==> config.mk <==
export PLATFORM = sky130hd
export DESIGN_NAME = spi_master_param
export DESIGN_NICKNAME = d
export VERILOG_FILES = /design/src/rtl/spi_pkg.sv /design/src/rtl/spi_clkgen.sv /design/src/rtl/spi_master_param.sv
export SDC_FILE = /design/constraint.sdc
export NUM_CORES = 1
export LEC_CHECK = 0
export BUFFER_PORTS_ARGS = -buffer_cell sky130_fd_sc_hd__buf_2
export CORE_ASPECT_RATIO = 1.25
export CORE_UTILIZATION = 61
export DETAILED_ROUTE_END_ITERATION = 12
export PLACE_DENSITY_LB_ADDON = 0.1
export SYNTH_ARGS = -nofsm -noshare
export SYNTH_HDL_FRONTEND = slang
export SYNTH_SLANG_ARGS = --single-unit
==> constraint.sdc <==
create_clock -name clk -period 3.9 [get_ports clk]
set_input_delay 0.195 -clock clk [delete_from_list [all_inputs] [get_ports clk]]
set_output_delay 0.195 -clock clk [all_outputs]
set_load 0.02 [all_outputs]
==> src/rtl/spi_pkg.sv <==
// Shared definitions for the parametrised SPI master: FSM states, mode codes, defaults.
package spi_pkg;

    typedef enum logic [1:0] {
        ST_IDLE  = 2'd0,
        ST_LEAD  = 2'd1,
        ST_XFER  = 2'd2,
        ST_TRAIL = 2'd3
    } spi_state_t;

    // Mode codes are {cpol, cpha}
    localparam logic [1:0] SPI_MODE0 = 2'b00;
    localparam logic [1:0] SPI_MODE1 = 2'b01;
    localparam logic [1:0] SPI_MODE2 = 2'b10;
    localparam logic [1:0] SPI_MODE3 = 2'b11;

    localparam int unsigned SPI_DATA_W_DEF = 16;
    localparam int unsigned SPI_CS_N_DEF   = 4;
    localparam int unsigned SPI_DIV_W_DEF  = 8;

endpackage

==> src/rtl/spi_clkgen.sv <==
// Half-period divider: emits a one-cycle strobe every clk_div_q+1 cycles while enabled.
module spi_clkgen
    import spi_pkg::*;
#(
    parameter int unsigned DIV_W = SPI_DIV_W_DEF
) (
    input  logic             clk,
    input  logic             reset,
    input  logic             en,
    input  logic [DIV_W-1:0] clk_div_q,
    output logic             edge_stb
);

    logic [DIV_W-1:0] r_cnt;

    always_ff @(posedge clk) begin
        if (reset || !en || (r_cnt == clk_div_q))
            r_cnt <= '0;
        else
            r_cnt <= r_cnt + 1'b1;
    end

    assign edge_stb = en && (r_cnt == clk_div_q);

endmodule

==> src/rtl/spi_master_param.sv <==
// Parametrised SPI master: configurable width, SCLK divider, CPOL/CPHA, one-hot active-low CS.
module spi_master_param
    import spi_pkg::*;
#(
    parameter  int unsigned DATA_W = SPI_DATA_W_DEF,
    parameter  int unsigned CS_N   = SPI_CS_N_DEF,
    parameter  int unsigned DIV_W  = SPI_DIV_W_DEF,
    localparam int unsigned CS_W   = $clog2(CS_N) | 1
) (
    input  logic              clk,
    input  logic              reset,
    input  logic              start,
    input  logic [DATA_W-1:0] datain,
    input  logic [CS_W-1:0]   cs_sel,
    input  logic              cpol,
    input  logic              cpha,
    input  logic [DIV_W-1:0]  clk_div,
    input  logic              master_data,
    output logic [DATA_W-1:0] dataout,
    output logic              busy,
    output logic              done,
    output logic [CS_N-1:0]   spi_cs_l,
    output logic              spi_clk,
    output logic              spi_data
);

    localparam int unsigned    EW      = $clog2(2*DATA_W+1);
    localparam logic [EW-1:0]  LAST_M1 = EW'(2*DATA_W-1);

    spi_state_t        r_state;
    logic [DATA_W-1:0] r_tx;
    logic [DATA_W-1:0] r_rx;
    logic [EW-1:0]     r_edge;
    logic              r_cpol_q;
    logic              r_cpha_q;
    logic [DIV_W-1:0]  r_div_q;

    logic              w_edge_stb;
    logic              w_sample;
    logic              w_last;
    logic [CS_N-1:0]   w_cs_dec;

    spi_clkgen #(.DIV_W(DIV_W)) u_clkgen (
        .clk       (clk),
        .reset     (reset),
        .en        (r_state != ST_IDLE),
        .clk_div_q (r_div_q),
        .edge_stb  (w_edge_stb)
    );

    // Edge about to complete is r_edge+1; it is odd when r_edge is even.
    assign w_sample = r_cpha_q ? r_edge[0] : ~r_edge[0];
    assign w_last   = (r_edge == LAST_M1);

    always_comb begin
        w_cs_dec = '1;
        for (int unsigned i = 0; i < CS_N; i++)
            if (cs_sel == CS_W'(i)) w_cs_dec[i] = 1'b0;
    end

    always_ff @(posedge clk) begin
        if (reset) begin
            r_state  <= ST_IDLE;
            r_tx     <= '0;
            r_rx     <= '0;
            r_edge   <= '0;
            r_cpol_q <= 1'b0;
            r_cpha_q <= 1'b0;
            r_div_q  <= '0;
            dataout  <= '0;
            busy     <= 1'b0;
            done     <= 1'b0;
            spi_cs_l <= '1;
            spi_clk  <= 1'b0;
            spi_data <= 1'b0;
        end else begin
            done <= 1'b0;
            case (r_state)
                ST_IDLE: begin
                    spi_clk <= cpol;
                    if (start) begin
                        r_state  <= ST_LEAD;
                        busy     <= 1'b1;
                        spi_cs_l <= w_cs_dec;
                        r_cpol_q <= cpol;
                        r_cpha_q <= cpha;
                        r_div_q  <= clk_div;
                        r_edge   <= '0;
                        r_rx     <= '0;
                        // cpha=0 presents the MSB now, so the shifter starts one bit ahead
                        if (!cpha) begin
                            spi_data <= datain[DATA_W-1];
                            r_tx     <= {datain[DATA_W-2:0], 1'b0};
                        end else begin
                            r_tx     <= datain;
                        end
                    end
                end
                ST_LEAD: begin
                    if (w_edge_stb) r_state <= ST_XFER;
                end
                ST_XFER: begin
                    if (w_edge_stb) begin
                        spi_clk <= ~spi_clk;
                        r_edge  <= r_edge + 1'b1;
                        if (w_sample) begin
                            r_rx <= {r_rx[DATA_W-2:0], master_data};
                        end else if (!w_last) begin
                            spi_data <= r_tx[DATA_W-1];
                            r_tx     <= {r_tx[DATA_W-2:0], 1'b0};
                        end
                        if (w_last) r_state <= ST_TRAIL;
                    end
                end
                ST_TRAIL: begin
                    if (w_edge_stb) begin
                        r_state  <= ST_IDLE;
                        busy     <= 1'b0;
                        done     <= 1'b1;
                        dataout  <= r_rx;
                        spi_cs_l <= '1;
                    end
                end
                default: r_state <= ST_IDLE;
            endcase
        end
    end

endmodule

==> metrics.txt <==
final core occ 71.1%; Setup crit end kind register; setup_tns 0 ps; Cells after Synth about 410; die area 0.00638 mm²; drt pass-1 iters 4; total number of vias 2992; final hold vios 0; first-pass GRT wire length around 12 mm; Yosys top cell area share 43.8%; Worst EP required 4130 ps; Max-cap violations 0; Crit Path Class register to register; count of state elements after synthesis just over 80; DR iter-0 viols 189; maximum VDD drop between 0.3 and 0.4 mV; clk_lat worst skew ~340 ps; Remaining Overflow, GRT 0; Syn-to-layout area delta 11.8%; CP max FO 17; GRT Util Overall 23.7%; Die X-Extent about 72 µm; Synth Area in XOR/XNOR 4.02%; Final Slew Violations 0; Post-Place Cells 510; Critical Path, Cell by Cell inv_1, ha_1, nor4b_1, nand4_2, a22oi_1, mux2_2; metal3 WL 260 µm; Cell Area, Synth 0.00370 mm²; Slowest cell on crit path nor4b_1; Post-CTS Setup Inserts 0; Placed Area 0.00396 mm²; CTS Root Cell clkbuf_8; highest cell delay on the worst timing path 490 ps; DR WL/cell 13.7 µm; Slew HR 26.9%; Ant. Diodes 0; most common cell after layout, fill and taps aside dfxtp_1; TritonCTS clock tree done; via/cell ratio 5.69; top cells by area, synth dfxtp_1, mux2i_1, nor2_1, nand2_1, a21oi_1; P per Cell Area 531 mW/mm²; DRC 0; Synth cell types 41; Top Layer Used met4; count of standard-cell rows 31; pin count of the biggest net entering global routing 39; compound-cell area share of the yosys netlist 14.1%; initial antenna violation count 0; CTS Buf Count 9; Detail Route Antenna Nets 0; Nets 494; Static Leakage 1.84 nW; Reg clk slew, reported paths 80 ps; starting density of the core around 64%; # fillers 470; highest clock rate 395 MHz; die height slightly below 90 µm; share of layout cells above drive strength 1 20.2%; Yosys top cell by area dfxtp_1; worst slew pin tran 1090 ps; number of global-route vias before repair 2711; commonest cells after routing, fill and taps aside dfxtp_1, buf_2, nor2_1; Avg Cell Area, Syn 8.94 µm²; final period utilization 65.0%; main combinational cell family by area after synthesis simple AND/OR/NAND/NOR gates; hold buffer count at CTS 0; Synth Area in Simple Gates 21.6%; min cycle time layout approximately 2500 ps; r2r setup slk 1370 ps; CP arrival 2770 ps; clk buf depth 2; met1 wire length 3.31 mm; multiplexer share of the synthesized area 10.0%; H-Tree Depth 3; met2 wire len 3.53 mm; Tot Pwr approximately 0.0022 W; Sink Count 81; Non-Filler Instances roughly 530; cts repair resizes 0; WL final just over 7 mm; GP Congestion between 0.7 and 0.8; Seq/Total Area, Yosys 43.8%; run status complete, no violations; endpoints failing setup 0; area share of fa/ha/maj cells after synthesis around 2%; Ys Warns 0; Placeable Area 0.00582 mm²; Clock Skew 6.96 ps; number of port buffers 56; DP HPWL about 4.8 mm; Min-Delay Path Class primary input to register; Ports 57; RSZ-0062 raised after global routing no; Critical Path Source Type register; fin area roughly 0.0041 mm²; syn_nets 453
[cells in the mapped netlist]
cell type / number
a211oi_1: 3
a21oi_1: 29
a21oi_4: 1
a22oi_1: 2
a311o_1: 1
a31o_2: 1
a31oi_1: 1
and2_1: 3
and3_1: 5
buf_1: 2
buf_2: 3
buf_4: 1
buf_6: 2
clkbuf_1: 23
dfxtp_1: 81
ha_1: 6
inv_1: 6
mux2_2: 1
mux2i_1: 36
nand2_1: 45
nand2b_1: 4
nand3_1: 20
nand3b_1: 1
nand4_1: 5
nand4_2: 1
nand4b_1: 15
nor2_1: 51
nor2b_1: 3
nor3_1: 3
nor4_4: 1
nor4b_1: 1
o21ai_0: 16
o21ba_2: 1
o21bai_1: 1
o22a_1: 2
o31ai_1: 5
o31ai_2: 10
o32a_1: 2
or2_2: 3
xnor2_1: 7
xor2_1: 10
[through the flow]
stage,worst slack (ps),hold WS [ps]
floorplan,1840,331
global placement,1540,436
detailed placement,1400,448
CTS,1370,77.0
global route,1150,77.2
finish,1370,84.3
[layout make-up]
| type | count | area (µm²) | share of cell area, % |
|---|---|---|---|
| clock buffers | 14 | 163 | 3.93 |
| clock inverters | 2 | 12.5 | 0.302 |
| inverters | 6 | 22.5 | 0.544 |
| multi-input cells | 296 | 1920 | 46.4 |
| flip-flops and latches | 81 | 1620 | 39.2 |
| well taps | 66 | 82.6 | 2.00 |
| repair buffers | 61 | 318 | 7.68 |
[logic make-up (layout without fill, tap and decap cells)]
logic type / after synthesis / in the layout
flops: 81 / 81
xor+xnor: 17 / 17
compound gates: 75 / 75
fa+ha+maj: 6 / 6
buf+inv: 37 / 83
mux: 37 / 37
simple gates: 161 / 161
[layer usage]
metal / vias up / global-route usage [%]
met4: 0 / 8.56
met5: - / 0
met3: 8 / 5.07
met2: 53 / 41.7
met1: 1405 / 28.8
li1: 1526 / -
[sequential cells by signal (all words and copies together), names as in the netlist, 2 cells and up]
signal and count:
r_rx 16, dataout 16, r_edge 6, r_tx 16, spi_cs_l 4, r_state 2
u_clkgen.r_cnt 8, r_div_q 8
[where the power goes]
group	leakage (nW)	switching (W)	internal, W
sequential	0.657	0.0000574	0.000919
clock	0.0867	0.000277	0.000266
combinational	1.09	0.000440	0.000239
total	1.84	0.000774	0.00142
[path summary, 6_finish.rpt]
| kind | start | cells past startpoint | endpoint |
|---|---|---|---|
| setup / recovery | r_state[0]$_SDFFE_PP0P_ | 6 | spi_data$_SDFFE_PP0P_ |
| hold reg to reg | spi_cs_l[2]$_SDFFE_PP1P_ | 1 | spi_cs_l[2]$_SDFFE_PP1P_ |
| hold / removal | clk_div[3] | 3 | r_div_q[3]$_SDFFE_PP0P_ |
| setup reg to reg | r_state[0]$_SDFFE_PP0P_ | 6 | spi_data$_SDFFE_PP0P_ |
[worst max-delay path: cells and delay by family, from the launching register on]
family / cells / cell delay (ps)
simple gates: 2 / 950
flops: 1 / 370
mux: 1 / 360
compound gates: 1 / 340
fa+ha+maj: 1 / 320
buf+inv: 1 / 90
Note: power is estimated with default switching activity, not from simulation.
